## config.mk

```make
export PLATFORM = sky130hd
export DESIGN_NAME = c_tile_reader_flat
export DESIGN_NICKNAME = d
export VERILOG_FILES = /design/src/rtl/c_tile_pkg.sv /design/src/rtl/c_tile_addr_seq.sv /design/src/rtl/c_tile_reader_flat.sv
export SDC_FILE = /design/constraint.sdc
export NUM_CORES = 1
export LEC_CHECK = 0
export ABC_AREA = 1
export CELL_PAD_IN_SITES_DETAIL_PLACEMENT = 0
export CELL_PAD_IN_SITES_GLOBAL_PLACEMENT = 1
export CORE_UTILIZATION = 30
export CTS_BUF_LIST = sky130_fd_sc_hd__clkbuf_4 sky130_fd_sc_hd__clkbuf_8
export CTS_CLUSTER_SIZE = 40
export DETAILED_ROUTE_END_ITERATION = 12
export PLACE_DENSITY = 0.78
export SYNTH_ARGS = -nofsm -noshare
export SYNTH_HDL_FRONTEND = slang
export SYNTH_SLANG_ARGS = --single-unit
```

## constraint.sdc

```tcl
create_clock -name clk -period 1.4 [get_ports clk]
set_input_delay 0.28 -clock clk [delete_from_list [all_inputs] [get_ports clk]]
set_output_delay 0.28 -clock clk [all_outputs]
set_load 0.03 [all_outputs]
```

## src/rtl/c_tile_pkg.sv

```systemverilog
// rtl/c_tile_pkg.sv - shared types and index helpers for the C-tile reader
package c_tile_pkg;

  typedef enum logic [2:0] {
    IDLE,
    ARM,
    REQ,
    OUT,
    DONE
  } rd_state_t;

  // Index width for a dimension; a single-entry dimension still gets one bit.
  function automatic int idx_w(input int n);
    return (n <= 1) ? 1 : $clog2(n);
  endfunction

  function automatic int flat_idx(input int row, input int col, input int n);
    return row * n + col;
  endfunction

endpackage

```

## src/rtl/c_tile_addr_seq.sv

```systemverilog
// rtl/c_tile_addr_seq.sv - row-major row/col counter for the C-tile sweep
module c_tile_addr_seq #(
  parameter int M     = 8,
  parameter int N     = 8,
  parameter int ROW_W = 3,
  parameter int COL_W = 3
) (
  input  logic             clk,
  input  logic             rst,
  input  logic             clear,
  input  logic             advance,
  output logic [ROW_W-1:0] row,
  output logic [COL_W-1:0] col,
  output logic             last
);

  localparam logic [ROW_W-1:0] ROW_MAX = ROW_W'(M - 1);
  localparam logic [COL_W-1:0] COL_MAX = COL_W'(N - 1);

  logic [ROW_W-1:0] row_q, row_d;
  logic [COL_W-1:0] col_q, col_d;

  always_comb begin
    row_d = row_q;
    col_d = col_q;
    if (clear) begin
      row_d = '0;
      col_d = '0;
    end else if (advance) begin
      if (col_q == COL_MAX) begin
        col_d = '0;
        row_d = row_q + ROW_W'(1);
      end else begin
        col_d = col_q + COL_W'(1);
      end
    end
  end

  always_ff @(posedge clk) begin
    if (rst) begin
      row_q <= '0;
      col_q <= '0;
    end else begin
      row_q <= row_d;
      col_q <= col_d;
    end
  end

  assign row  = row_q;
  assign col  = col_q;
  assign last = (row_q == ROW_MAX) && (col_q == COL_MAX);

endmodule

```

## src/rtl/c_tile_reader_flat.sv

```systemverilog
// rtl/c_tile_reader_flat.sv - sweeps a C tile out of SRAM port A as a row-major element stream
// Flat tile reassembly (c_flat_o / c_flat_valid_o) is present only when C_RD_FLAT_EN is defined.
module c_tile_reader_flat
  import c_tile_pkg::*;
#(
  parameter int M      = 8,
  parameter int N      = 8,
  parameter int DATA_W = 32,
  parameter int ROW_W  = idx_w(M),
  parameter int COL_W  = idx_w(N)
) (
  input  logic              clk,
  input  logic              rst,
  input  logic              start,
  input  logic              tile_ready,
  output logic              busy,
  output logic              done,
  output logic              c_en,
  output logic              c_re,
  output logic [ROW_W-1:0]  c_row,
  output logic [COL_W-1:0]  c_col,
  input  logic [DATA_W-1:0] c_rdata,
  input  logic              c_rvalid,
  output logic              s_valid,
  input  logic              s_ready,
  output logic [DATA_W-1:0] s_data,
  output logic [ROW_W-1:0]  s_row,
  output logic [COL_W-1:0]  s_col,
  output logic              s_last
`ifdef C_RD_FLAT_EN
  ,
  output logic [M*N*DATA_W-1:0] c_flat_o,
  output logic [M*N-1:0]        c_flat_valid_o
`endif
);

  rd_state_t state_q, state_d;

  logic [DATA_W-1:0] s_data_q, s_data_d;
  logic [ROW_W-1:0]  s_row_q, s_row_d;
  logic [COL_W-1:0]  s_col_q, s_col_d;
  logic              s_last_q, s_last_d;

  logic             seq_clear, seq_advance, seq_last, capture;
  logic [ROW_W-1:0] row;
  logic [COL_W-1:0] col;

  c_tile_addr_seq #(
    .M    (M),
    .N    (N),
    .ROW_W(ROW_W),
    .COL_W(COL_W)
  ) u_addr_seq (
    .clk    (clk),
    .rst    (rst),
    .clear  (seq_clear),
    .advance(seq_advance),
    .row    (row),
    .col    (col),
    .last   (seq_last)
  );

  always_comb begin
    state_d     = state_q;
    seq_clear   = 1'b0;
    seq_advance = 1'b0;
    capture     = 1'b0;
    case (state_q)
      IDLE: if (start) begin
        state_d   = ARM;
        seq_clear = 1'b1;
      end
      ARM: if (tile_ready) state_d = REQ;
      REQ: if (c_rvalid) begin
        state_d = OUT;
        capture = 1'b1;
      end
      OUT: if (s_ready) begin
        if (s_last_q) begin
          state_d = DONE;
        end else begin
          state_d     = REQ;
          seq_advance = 1'b1;
        end
      end
      DONE:    state_d = IDLE;
      default: state_d = IDLE;
    endcase
  end

  always_comb begin
    s_data_d = s_data_q;
    s_row_d  = s_row_q;
    s_col_d  = s_col_q;
    s_last_d = s_last_q;
    if (capture) begin
      s_data_d = c_rdata;
      s_row_d  = row;
      s_col_d  = col;
      s_last_d = seq_last;
    end
  end

  always_ff @(posedge clk) begin
    if (rst) begin
      state_q  <= IDLE;
      s_data_q <= '0;
      s_row_q  <= '0;
      s_col_q  <= '0;
      s_last_q <= 1'b0;
    end else begin
      state_q  <= state_d;
      s_data_q <= s_data_d;
      s_row_q  <= s_row_d;
      s_col_q  <= s_col_d;
      s_last_q <= s_last_d;
    end
  end

  // Port A is quiet outside REQ so the SRAM sees only one request at a time.
  assign busy    = (state_q != IDLE);
  assign done    = (state_q == DONE);
  assign c_en    = (state_q == REQ);
  assign c_re    = c_en;
  assign c_row   = c_en ? row : '0;
  assign c_col   = c_en ? col : '0;
  assign s_valid = (state_q == OUT);
  assign s_data  = s_data_q;
  assign s_row   = s_row_q;
  assign s_col   = s_col_q;
  assign s_last  = s_valid & s_last_q;

`ifdef C_RD_FLAT_EN
  localparam int SLOT_W = idx_w(M * N);

  logic [DATA_W-1:0] flat_q [M*N];
  logic [DATA_W-1:0] flat_d [M*N];
  logic [M*N-1:0]    flat_valid_q, flat_valid_d;
  logic [SLOT_W-1:0] slot;

  assign slot = SLOT_W'(flat_idx(int'(row), int'(col), N));

  always_comb begin
    flat_d       = flat_q;
    flat_valid_d = flat_valid_q;
    if (seq_clear) flat_valid_d = '0;
    if (capture) begin
      flat_d[slot]       = c_rdata;
      flat_valid_d[slot] = 1'b1;
    end
  end

  always_ff @(posedge clk) begin
    if (rst) begin
      for (int k = 0; k < M * N; k++) flat_q[k] <= '0;
      flat_valid_q <= '0;
    end else begin
      flat_q       <= flat_d;
      flat_valid_q <= flat_valid_d;
    end
  end

  for (genvar k = 0; k < M * N; k++) begin : g_flat_pack
    assign c_flat_o[k*DATA_W +: DATA_W] = flat_q[k];
  end
  assign c_flat_valid_o = flat_valid_q;
`endif

endmodule

```

==> results.py, run 1 <==
metrics = {
    "route": {
        "wirelength_um": 5420,
        "via_per_inst": 4.49,
        "dr.pass1.iters": 4,
        "drt-wirelength-per-cell_um": 12.1,
        "drt_iter0_drc": 69,
        "drtAntennaViolNets": 0,
        "drcViolationCount": 0,
        "via_count": 2015,
    },
    "placement": {
        "place_congestion": 0.787,
        "hpwl_um": 3710,
        "pre_cts_slack_ns": -0.116,
        "io_buffer_count": 87,
        "placed_cell_area_sq_um": 3040,
    },
    "final_layout": {
        "fin_nets": 413,
        "antennaDiodeCount": 0,
        "drive_gt1_share_pct": 21.2,
        "final_common_cell": "nor2_1",
        "design_area_sq_um": 3310,
        "final_cell_mix": "nor2_1 (56), dfxtp_1 (45), dlygate4sd2_1 (38)",
        "area_growth_syn_to_layout_pct": 59.9,
        "multi_input_area_sq_um": 953,
        "fill_cells": 651,
        "final-seq-area_sq_um": 970,
        "post-route-util_pct": 50.9,
    },
    "synth": {
        "post_synth_num_cell_types": 24,
        "synth_nets": 312,
        "synth_top_area_cell": "dfxtp_1",
        "synth-seq-cells": 48,
        "synth.top_cell.area_share_pct": 46.4,
        "synth_area_leaders": "dfxtp_1 (46%), nor2_1 (11%), o21ai_0 (7.3%)",
        "syn_area_sq_um": 2070,
        "postSynthAreaPerCell_sq_um": 7.66,
        "ys_warn_count": 0,
        "synthCells": 270,
        "yosysSeqAreaShare_pct": 46.4,
    },
    "setup_path": {
        "criticalPathCategory": "reg2out",
        "startpoint": "state_q[0]$_SDFFE_PP0P_",
        "crit_path_end_kind": "primary output",
        "start_kind": "flip-flop",
        "reg2reg_depth": 8,
        "worstPathArrival_ns": 1.18,
        "cp.required_ns": 1.12,
        "reg2reg_from": "state_q[0]$_SDFFE_PP0P_",
        "crit_fanout": 8,
    },
    "clock_network": {
        "cts_hold_buffers": 0,
        "root_buffer": "clkbuf_8",
        "clock_sinks": 48,
        "numCtsBuffers": 5,
        "clkTransAtPathRegs_ns": 0.09,
        "cts_buffer_depth": 2,
        "cts_tree": "yes",
        "htree_levels": 2,
        "clk_latency_ns": 0.30,
    },
    "grt": {
        "grt_max_degree": 31,
        "track_usage_pct": 14.7,
        "grt_first_pass_wirelength_um": 8600,
        "grt_pass1_vias": 1845,
        "grt_antenna_before_repair": 0,
        "grt_overflow": 0,
    },
    "floorplan": {
        "row_count": 29,
        "initial_core_util_pct": 31.9,
        "dieHeight_um": 85.1,
        "die_w_um": 85.1,
        "core_area_sq_um": 6490,
        "die_area_sq_um": 7230,
        "ios": 88,
    },
    "sta": {
        "holdWs_ns": 0.464,
        "fmax_mhz": 687,
        "slew_headroom_pct": 77.5,
        "hold_violations": 0,
        "slew_viol_final": 0,
        "fin_crit_sh_pct": 104,
        "worst_pin_slew_ns": 0.339,
        "setup_viol": 7,
        "rsz0062_at_grt": "true",
        "setup_ws_ns": -0.0556,
        "finClkSkew_ns": 0.00908,
        "layout_min_cycle_time_ns": 1.46,
    },
    "min_path": {
        "hold_path.startpoint": "s_row[0]$_SDFFE_PP0P_",
        "hp-class": "reg2reg",
        "hold_depth": 2,
    },
    "job": {
        "drv_cap": 0,
    },
    "power": {
        "ir_drop_mv": 0.619,
        "p_total_uw": 4550,
        "p_leak_uw": 0.00159,
        "p_per_area_nw_per_um2": 1380,
    },
    "status": {
        "violations": "setup timing",
        "status": "finished with violations",
    },
}
cells by family (layout without fill, tap and decap cells):
logic type               Yosys count  count (layout)  share of synthesized area, %
AND/OR/NAND/NOR                  141             141                          31.7
flip-flops                        48              48                          46.4
adder cells (fa/ha/maj)            4               4                          2.42
AO/OA/AOI/OAI                     42              42                          10.2
buffers and inverters             35             137                          9.25
flip-flops by register name (all words and copies together), names as in the netlist:
register        flops
u_addr_seq.col      3
s_last_q            1
s_data             32
s_col               3
state_q             3
s_row               3
u_addr_seq.row      3
through the flow:
stage | std cells | setup TNS [ns]
floorplan | 270 | 0
global placement | 433 | -2.73
detailed placement | 433 | -3.73
CTS | 444 | -0.338
global route | 449 | -1.79
finish | 449 | -0.214
cells in the mapped netlist:
library cell	instances
nand2_4	2
nor2_4	2
nand3_2	1
dfxtp_1	48
buf_12	2
inv_2	1
buf_2	4
o21ai_1	3
buf_8	1
nor2_1	62
nand4_1	5
nand3_1	9
nand2_1	38
o21ai_0	30
nor2_2	20
ha_1	4
inv_1	20
a21oi_1	9
clkbuf_1	3
nor3_1	1
inv_4	1
clkbuf_2	1
buf_4	2
nor2_8	1
power breakdown:
part	internal [uW]	leakage (uW)	total [uW]	switching, uW
sequential	1570	0.000392	1700	127
clock	585	0.0000614	1050	468
combinational	734	0.00113	1800	1070
worst paths after layout:
check                                               end  slack (ns)
worst max register to register  s_data[20]$_SDFFE_PP0P_        0.01
worst min register to register    s_row[0]$_SDFFE_PP0P_        0.46
worst max-delay path                           c_row[1]       -0.06
worst min-delay path              s_row[0]$_SDFFE_PP0P_        0.46
cell type report:
class / instances / area share (%)
timing repair buffer: 107 / 32.7
sequential: 48 / 29.3
multi-input combinational: 187 / 28.8
tap: 77 / 2.91
inverter: 22 / 2.57
clock buffer: 6 / 2.50
clock inverter: 2 / 1.17
worst max-delay path, stage by stage (launching register included):
cell and delay, ns:
dfxtp_4 0.38, nor2_4 0.11, nand2_4 0.12, nor2_1 0.11, buf_4 0.17
metal layers:
| layer | vias up | track usage (%) | part of all wire [%] |
|---|---|---|---|
| met3 | 2 | 2.53 | 5.2 |
| met2 | 60 | 23.5 | 46 |
| li1 | 1057 | - | - |
| met4 | 0 | 4.16 | 0.35 |
| met5 | - | 0 | 0 |
| met1 | 896 | 20.3 | 49 |
repair_timing:
item / CTS / global route
setup buffers: 3 / 3
pin swaps: 1 / 1
resized for setup: 53 / 16
gates cloned: 0 / 2
endpoints found under the setup margin: 50 / 36
Note: power is estimated with default switching activity, not from simulation.
==> run 2, diff against run 1 <==
RECOVER_POWER = 25   (was default)
==> results.py, run 2 (synthesized netlist as in run 1, its figures left out) <==
metrics = {
    "power": {
        "ir_drop_mv": 0.616,
        "p_per_area_nw_per_um2": 1380,
        "p_leak_uw": 0.00159,
    },
    "status": {
        "status": "finished with violations",
        "violations": "setup timing",
    },
    "placement": {
        "place_congestion": 0.787,
        "io_buffer_count": 87,
        "dp_cells": 433,
        "hpwl_um": 3710,
        "pre_cts_slack_ns": -0.116,
    },
    "floorplan": {
        "ios": 88,
        "core_area_sq_um": 6490,
        "initial_core_util_pct": 31.9,
        "row_count": 29,
        "die_w_um": 85.1,
        "dieHeight_um": 85.1,
        "die_area_sq_um": 7230,
    },
    "route": {
        "drtAntennaViolNets": 0,
        "drt_iter0_drc": 62,
        "drcViolationCount": 0,
        "via_count": 2009,
        "via_per_inst": 4.47,
        "dr.pass1.iters": 4,
        "wirelength_um": 5410,
        "drt-wirelength-per-cell_um": 12.0,
    },
    "setup_path": {
        "crit_chain": "nor2_4, nand2_4, nor2_1, buf_4",
        "crit_fanout": 8,
        "cp.required_ns": 1.12,
        "r2r_slack_ns": 0.01,
        "cp_slowest_cell": "dfxtp_2",
        "reg2reg_depth": 8,
        "crit_path_end_kind": "primary output",
        "criticalPathCategory": "reg2out",
        "start_kind": "flip-flop",
        "slowest_delay_ns": 0.35,
        "worstPathArrival_ns": 1.17,
        "startpoint": "state_q[2]$_SDFFE_PP0P_",
        "reg2reg_to": "s_data[20]$_SDFFE_PP0P_",
        "reg2reg_from": "state_q[0]$_SDFFE_PP0P_",
        "crit_end": "c_row[1]",
    },
    "clock_network": {
        "numCtsBuffers": 5,
        "root_buffer": "clkbuf_8",
        "cts_tree": "yes",
        "clkTransAtPathRegs_ns": 0.09,
        "cts_hold_buffers": 0,
        "htree_levels": 2,
        "cts_buffer_depth": 2,
        "clock_sinks": 48,
        "clk_latency_ns": 0.30,
    },
    "sta": {
        "slew_headroom_pct": 77.5,
        "fmax_mhz": 688,
        "layout_min_cycle_time_ns": 1.45,
        "rsz0062_at_grt": "true",
        "fin_crit_sh_pct": 104,
        "setup_ws_ns": -0.0528,
        "worst_pin_slew_ns": 0.339,
        "setup_viol": 7,
        "slew_viol_final": 0,
        "finClkSkew_ns": 0.0106,
        "hold_violations": 0,
    },
    "grt": {
        "grt_first_pass_wirelength_um": 8600,
        "grt_antenna_before_repair": 0,
        "track_usage_pct": 14.7,
        "grt_overflow": 0,
        "grt_max_degree": 31,
        "grt_pass1_vias": 1845,
    },
    "final_layout": {
        "drive_gt1_share_pct": 21.0,
        "post-route-util_pct": 50.8,
        "final_cell_mix": "nor2_1 (56), dfxtp_1 (45), dlygate4sd2_1 (38)",
        "fin_nets": 413,
        "antennaDiodeCount": 0,
        "area_growth_syn_to_layout_pct": 59.5,
        "final_common_cell": "nor2_1",
        "stdcell_count": 449,
        "largest_reg_flops": 32,
    },
    "job": {
        "drv_cap": 0,
    },
    "min_path": {
        "hp-class": "reg2reg",
    },
}
==> run 2: cell types whose count changed in the layout (fill, tap and decap cells not counted) <==
| cell | before | now |
|---|---|---|
| clkbuf_4 | 0 | 1 |
| buf_4 | 14 | 12 |
| nand3_1 | 9 | 10 |
| nand3_2 | 1 | 0 |
| clkdlybuf4s50_1 | 37 | 36 |
| buf_2 | 0 | 1 |
| dlygate4sd3_1 | 0 | 1 |
==> run 2: metal layers <==
metal | global-route usage, % | up-vias | routed length [um]
met5 | 0 | - | 0
met4 | 4.16 | 0 | 19
met3 | 2.53 | 2 | 298
met2 | 23.5 | 62 | 2470
met1 | 20.3 | 887 | 2620
li1 | - | 1058 | -
==> run 2: through the flow <==
stage | TNS (ns) | cell area (sq um) | hold slack (ns) | total power (uW)
after floorplan | 0 | 2070 | 0.408 | 2750
after global placement | -2.73 | 3040 | 0.449 | 3400
after detailed placement | -3.73 | 3040 | 0.458 | 3410
after CTS | -0.338 | 3180 | 0.468 | 4440
after global routing | -1.87 | 3300 | 0.482 | 4780
final | -0.193 | 3300 | 0.463 | 4540
==> run 2: worst max-delay path, delay by kind of cell (launching register included) <==
kind                   cells  cell delay [ns]
DFF                        1             0.35
buffers and inverters      1             0.17
and+or+nand+nor            3             0.36
==> run 2: worst min-delay path by stage <==
| stage | slack [ns] | depth (start not counted) | end | start |
|---|---|---|---|---|
| 2_1_floorplan | 0.41 | 2 | s_data[12]$_SDFFE_PP0P_ | c_rdata[12] |
| 4_1_cts | 0.47 | 2 | s_row[0]$_SDFFE_PP0P_ | s_row[0]$_SDFFE_PP0P_ |
| 3_3_place_gp | 0.45 | 2 | s_col[1]$_SDFFE_PP0P_ | s_col[1]$_SDFFE_PP0P_ |
| 5_1_grt | 0.48 | 2 | s_row[0]$_SDFFE_PP0P_ | s_row[0]$_SDFFE_PP0P_ |
| 6_report | 0.46 | 2 | s_row[0]$_SDFFE_PP0P_ | s_row[0]$_SDFFE_PP0P_ |
| 3_5_place_dp | 0.46 | 2 | s_row[0]$_SDFFE_PP0P_ | s_row[0]$_SDFFE_PP0P_ |
==> run 2: area by class of cell <==
cell class | instances | area (sq um)
Tap cell | 77 | 96.3
Sequential cell | 48 | 970
Inverter | 22 | 85.1
Clock buffer | 6 | 82.6
Multi-Input combinational cell | 187 | 948
Timing Repair Buffer | 107 | 1080
Fill cell | 652 | 3190
Clock inverter | 2 | 38.8
==> run 2: where the power goes <==
| part | internal (uW) | switching, uW | total (uW) |
|---|---|---|---|
| logic | 730 | 1070 | 1800 |
| registers | 1570 | 127 | 1700 |
| clock network | 584 | 465 | 1050 |
| total | 2880 | 1660 | 4540 |
==> run 2: what timing repair did <==
item                                    4_1_cts  5_1_grt
endpoints found under the hold margin         0        0
endpoints found under the setup margin       50       36
cloned                                        0        2
pin swaps                                     1        1
setup buffers                                 3        3
resized for setup                            53       16
